<file path="src/rtl/boruss_fetch_unit.sv">
// ---------------------------------------------------------------------------
// boruss_fetch_unit
// Instruction prefetch stage. Issues sequential ROM reads, buffers the
// returned bytes (tagged with their address) in a small FIFO and hands them
// to the CPU FSM over a valid/ready handshake. A jump redirect flushes the
// queue, drops any in-flight byte and restarts fetch at the target.
//
// Optional build macro: BORUSS_FETCH_STATS_EN
//   Adds stat_fetched_o / stat_flushed_o saturating counters.
//
// Ports:
//   clk_i           system clock
//   reset_i         synchronous, active-high reset
//   rom_addr_o      instruction address to memory controller (= fetch_pc)
//   rom_req_o       read request; data returns one cycle later
//   rom_data_i      instruction byte, valid the cycle after rom_req_o
//   instr_valid_o   FIFO head holds a valid byte
//   instr_data_o    head byte (holds last value while not valid)
//   instr_pc_o      address of head byte (holds last value while not valid)
//   instr_ready_i   FSM consumes the head when valid & ready
//   jump_valid_i    redirect request, single-cycle pulse
//   jump_target_i   redirect address
//   fetch_busy_o    REDIRECT state or a request in flight
//   stat_fetched_o  (stats build) pushes committed into the FIFO
//   stat_flushed_o  (stats build) entries + in-flight bytes discarded
//
// State table:
//   ST_RUN      | normal sequential fetch
//   ST_REDIRECT | one-cycle bubble after a jump; FIFO empty, no request
// ---------------------------------------------------------------------------
module boruss_fetch_unit #(
    parameter int          DEPTH    = 4,
    parameter logic [7:0]  RESET_PC = 8'h00
) (
    input  logic        clk_i,
    input  logic        reset_i,
    output logic [7:0]  rom_addr_o,
    output logic        rom_req_o,
    input  logic [7:0]  rom_data_i,
    output logic        instr_valid_o,
    output logic [7:0]  instr_data_o,
    output logic [7:0]  instr_pc_o,
    input  logic        instr_ready_i,
    input  logic        jump_valid_i,
    input  logic [7:0]  jump_target_i,
`ifdef BORUSS_FETCH_STATS_EN
    output logic        fetch_busy_o,
    output logic [15:0] stat_fetched_o,
    output logic [15:0] stat_flushed_o
`else
    output logic        fetch_busy_o
`endif
);

    localparam int PW = $clog2(DEPTH);
    localparam int CW = PW + 1;
    localparam logic [CW:0] DEPTH_W = (CW+1)'(DEPTH);

    typedef enum logic {
        ST_RUN,
        ST_REDIRECT
    } state_e;

    state_e          state_q, state_d;
    logic [7:0]      fetch_pc_q, fetch_pc_d;
    logic            inflight_q, inflight_d;
    logic [7:0]      inflight_pc_q, inflight_pc_d;
    logic [PW-1:0]   wr_ptr_q, wr_ptr_d;
    logic [PW-1:0]   rd_ptr_q, rd_ptr_d;
    logic [CW-1:0]   count_q, count_d;
    logic [15:0]     last_q, last_d;
    logic [15:0]     fifo_q [DEPTH];

    logic            issue;
    logic            push;
    logic            pop;
    logic            head_valid;
    logic [15:0]     head;
    logic [CW:0]     occupancy;

    always_comb begin
        head_valid = (count_q != '0);
        head       = fifo_q[rd_ptr_q];
        // The byte arriving this cycle already owns a slot, so it is
        // counted before another request is allowed.
        occupancy  = {1'b0, count_q} + (CW+1)'(inflight_q);
        issue      = ~reset_i & (state_q == ST_RUN) & ~jump_valid_i &
                     (occupancy < DEPTH_W);
        push       = inflight_q & ~jump_valid_i;
        pop        = head_valid & instr_ready_i & ~jump_valid_i;
    end

    always_comb begin
        state_d       = state_q;
        fetch_pc_d    = fetch_pc_q;
        inflight_d    = 1'b0;
        inflight_pc_d = inflight_pc_q;
        wr_ptr_d      = wr_ptr_q;
        rd_ptr_d      = rd_ptr_q;
        count_d       = count_q;
        last_d        = head_valid ? head : last_q;

        if (jump_valid_i) begin
            state_d    = ST_REDIRECT;
            fetch_pc_d = jump_target_i;
            wr_ptr_d   = '0;
            rd_ptr_d   = '0;
            count_d    = '0;
        end else begin
            state_d = ST_RUN;
            if (issue) begin
                fetch_pc_d    = fetch_pc_q + 8'd1;
                inflight_d    = 1'b1;
                inflight_pc_d = fetch_pc_q;
            end
            if (push) begin
                wr_ptr_d = wr_ptr_q + PW'(1);
            end
            if (pop) begin
                rd_ptr_d = rd_ptr_q + PW'(1);
            end
            count_d = count_q + CW'(push) - CW'(pop);
        end
    end

    always_ff @(posedge clk_i) begin
        if (reset_i) begin
            state_q       <= ST_RUN;
            fetch_pc_q    <= RESET_PC;
            inflight_q    <= 1'b0;
            inflight_pc_q <= 8'h00;
            wr_ptr_q      <= '0;
            rd_ptr_q      <= '0;
            count_q       <= '0;
            last_q        <= 16'h0000;
        end else begin
            state_q       <= state_d;
            fetch_pc_q    <= fetch_pc_d;
            inflight_q    <= inflight_d;
            inflight_pc_q <= inflight_pc_d;
            wr_ptr_q      <= wr_ptr_d;
            rd_ptr_q      <= rd_ptr_d;
            count_q       <= count_d;
            last_q        <= last_d;
        end
    end

    // Storage needs no reset: nothing is read unless count_q says it is valid.
    always_ff @(posedge clk_i) begin
        if (push && !reset_i) begin
            fifo_q[wr_ptr_q] <= {inflight_pc_q, rom_data_i};
        end
    end

    assign rom_addr_o    = fetch_pc_q;
    assign rom_req_o     = issue;
    assign instr_valid_o = head_valid;
    assign instr_pc_o    = head_valid ? head[15:8] : last_q[15:8];
    assign instr_data_o  = head_valid ? head[7:0]  : last_q[7:0];
    assign fetch_busy_o  = (state_q == ST_REDIRECT) | inflight_q;

`ifdef BORUSS_FETCH_STATS_EN
    logic [15:0] stat_fetched_q;
    logic [15:0] stat_flushed_q;
    logic [16:0] flushed_sum;

    always_comb begin
        flushed_sum = {1'b0, stat_flushed_q} + 17'(count_q) + 17'(inflight_q);
    end

    always_ff @(posedge clk_i) begin
        if (reset_i) begin
            stat_fetched_q <= 16'h0000;
            stat_flushed_q <= 16'h0000;
        end else begin
            if (push && stat_fetched_q != 16'hFFFF) begin
                stat_fetched_q <= stat_fetched_q + 16'd1;
            end
            if (jump_valid_i) begin
                stat_flushed_q <= flushed_sum[16] ? 16'hFFFF : flushed_sum[15:0];
            end
        end
    end

    assign stat_fetched_o = stat_fetched_q;
    assign stat_flushed_o = stat_flushed_q;
`endif

endmodule
</file>
<file path="config.mk">
export PLATFORM = sky130hd
export DESIGN_NAME = boruss_fetch_unit
export DESIGN_NICKNAME = d
export VERILOG_FILES = /design/src/rtl/boruss_fetch_unit.sv
export SDC_FILE = /design/constraint.sdc
export NUM_CORES = 1
export LEC_CHECK = 0
export ABC_CLOCK_PERIOD_IN_PS = 7100
export CELL_PAD_IN_SITES_DETAIL_PLACEMENT = 1
export CELL_PAD_IN_SITES_GLOBAL_PLACEMENT = 2
export CORE_ASPECT_RATIO = 0.75
export CORE_MARGIN = 3
export CORE_UTILIZATION = 43
export DETAILED_ROUTE_END_ITERATION = 12
export GPL_TIMING_DRIVEN = 0
export PLACE_DENSITY = 0.83
export SKIP_CTS_REPAIR_TIMING = 1
export SYNTH_ARGS = -nofsm -noshare
export SYNTH_HDL_FRONTEND = slang
export SYNTH_SLANG_ARGS = --single-unit
</file>
<file path="constraint.sdc">
create_clock -name clk_i -period 7.1 [get_ports clk_i]
set_input_delay 1.065 -clock clk_i [delete_from_list [all_inputs] [get_ports clk_i]]
set_output_delay 1.065 -clock clk_i [all_outputs]
set_load 0.005 [all_outputs]
</file>
==> impl_metrics.toml <==
[synthesis]
synth_cell_types = 44
synth_area_leaders = "edfxtp_1, dfxtp_1, mux4_2"
synth_edf_count = 64
async_reset_ff_frac = 0
synthTopCellsByCount = "edfxtp_1, dfxtp_1, mux2_2, mux4_2, nor2b_1"
synth_area_sq_mm = 0.00427
synth-main-ff-cell = "edfxtp_1"
yosys.area.top_type = "edfxtp_1"
syn-instance-count = 293
syn_nets = 322
synth.top_cell.area_share = 0.451
syn-mean-instance-area_sq_um = 14.6
synth.most_common_cell = "edfxtp_1"
yosysWarnings = 0
synth_seq_cells = 107
synth-seq-area-share = 0.652

[timing]
period_needed_ns = 3.82
maxSlewViolCount = 0
rsz0062_at_grt = "no"
tightest_slew_ns = 0.914
final.setup.tns_ns = 0
hold_viol = 0
finalCritPeriodShare = 0.537
setup_viol = 0
maxSlewHeadroom = 0.390
skew_ns = 0.00586
timing.fmax_ghz = 0.262

[floorplanning]
start_util = 0.456
die_w_um = 121
core_area_sq_mm = 0.00935
die_y_um = 92.3
ios = 47
row_count = 30
die-area_sq_mm = 0.0112

[finish]
antenna_cells = 0
syn2layout_area_growth_pct = 20.5
finalNetCount = 377
final-instance-count-excl-fill = 481
finish.utilization = 0.550
layout-drive-gt1-share = 0.156
fill_cells = 905

[clock_network]
clkSinkCount = 107
clockBufferDepth = 2
htree_levels = 3
root_buffer = "clkbuf_16"
cts_buffers = 9
cts_tree = "done"
clk_latency_ns = 0.34
clk_pin_slew_worst_paths_ns = 0.06

[min_path]
hold_path_class = "reg2reg"

[detailed_routing]
drt-total-wl_um = 9470
drt-initial-drc-count = 99
avgRoutedWirePerCell_um = 19.7
vias = 2552
dr.pass1.iters = 4
drtAntennaViolNets = 0
drc = 0
via_per_inst = 5.31

[global_routing]
overflow = 0
antenna_found_initial = 0
grt_pass1_vias = 2786
grt_first_pass_wirelength_um = 15100
grt_usage = 0.184
grt_max_degree = 17

[placed_design]
gp_congestion = 0.788
dp_hpwl_um = 6340
port_buffers = 44
place_inst = 465

[power_and_ir_drop]
p_clk_frac = 0.380
p_switching_mw = 0.247
swShare = 0.204
comb_power_share = 0.061
p_int_mw = 0.964
p_seq_frac = 0.559
powerDensity_mw_per_mm2 = 235
ir_drop_uv = 162
p_leak_nw = 1.74
p_total_mw = 1.21

[critical_path]
path_max_fanout = 10
cp_data_required_time_ns = 6.03
crit_type = "in2out"
critPathLaunchType = "input pin"
arrival_ns = 2.75
endpoint_kind = "primary output"

[outcome]
outcome = "complete, no violations"

[flow_run]
maxCapViolCount = 0
==> cell families after synthesis <==
group / Yosys count / synth area share
adder cells (fa/ha/maj): 9 / 0.0282
flip-flops: 107 / 0.652
multiplexers: 33 / 0.129
AND/OR/NAND/NOR: 76 / 0.0965
XOR/XNOR: 4 / 0.00822
buffers and inverters: 28 / 0.0293
AO/OA/AOI/OAI: 36 / 0.0563
==> final timing paths <==
path | startpoint | endpoint | slack [ns] | cells after the start
max reg2reg | count_q[2] | count_q[1] | 4.22 | 10
min | rom_addr_o[7] | inflight_pc_q[7] | 0.52 | 2
min reg2reg | rom_addr_o[7] | inflight_pc_q[7] | 0.52 | 2
max | jump_valid_i | rom_req_o | 3.28 | 5
==> final cells by class <==
cell class                 count  area (sq um)  share of cell area
inverter                      10          37.5             0.00730
timing repair buffer          44           440              0.0857
tap                          128           160              0.0312
sequential                   107          2780               0.541
clock inverter                 2          11.3             0.00219
buffer                        18          87.6              0.0170
multi-input combinational    158          1360               0.264
clock buffer                  14           264              0.0514
==> sequential cells by signal, summed over array words and instances (netlist names), named ones only <==
register       cells
count_q            3
fifo_q            64
inflight_pc_q      8
inflight_q         1
last_q            16
rd_ptr_q           2
rom_addr_o         8
state_q            1
wr_ptr_q           2
==> metal layers <==
layer	share of wire	global-route usage	up-vias
met5	0	0	-
li1	-	-	1202
met3	0.037	0.0561	7
met1	0.46	0.243	1296
met2	0.49	0.295	47
met4	0.011	0.0481	0
==> critical path: stages <==
cell             delay, ns
clkbuf_1              0.23
or2_2                 0.36
clkbuf_1              0.25
nor3_1                0.28
clkdlybuf4s50_1       0.56
==> through the flow <==
stage | hold slack (ns) | area [sq um] | setup slack (ns)
2_1_floorplan | 0.454 | 4270 | 4.11
3_3_place_gp | 0.485 | 4870 | 3.28
3_5_place_dp | 0.495 | 4870 | 3.30
4_1_cts | 0.518 | 5140 | 3.23
5_1_grt | 0.531 | 5140 | 3.12
6_report | 0.516 | 5140 | 3.28
==> power by group through the flow <==
stage          logic [mW]  registers (mW)  clock network, mW
5_1_grt            0.0810           0.678              0.500
3_3_place_gp       0.0719           0.690                  0
4_1_cts            0.0747           0.677              0.472
6_report           0.0736           0.677              0.460
2_1_floorplan      0.0344           0.687                  0
3_5_place_dp       0.0737           0.690                  0
==> cell usage in the layout (no fill, tap or decap), types with 2 or more instances in the layout <==
master / synthesis / routed
nor3_1: 5 / 5
or2_2: 2 / 2
ha_1: 8 / 8
mux4_2: 16 / 16
a31oi_1: 2 / 2
buf_6: 2 / 2
clkbuf_16: 0 / 9
dfxtp_1: 43 / 43
mux2_2: 16 / 16
inv_1: 10 / 10
a221oi_1: 2 / 2
nor2_1: 14 / 14
xor2_1: 3 / 3
clkdlybuf4s50_1: 0 / 44
nand4_1: 2 / 2
edfxtp_1: 64 / 64
and2_1: 4 / 4
nand2_1: 8 / 8
o31ai_1: 3 / 3
clkbuf_1: 11 / 14
a311oi_1: 3 / 3
a21oi_1: 8 / 8
and3_1: 4 / 4
clkbuf_8: 0 / 2
nand3_1: 12 / 12
nor2b_1: 16 / 16
buf_2: 4 / 4
o21ai_0: 11 / 11
or3_1: 2 / 2
Note: power is estimated with default switching activity, not from simulation.
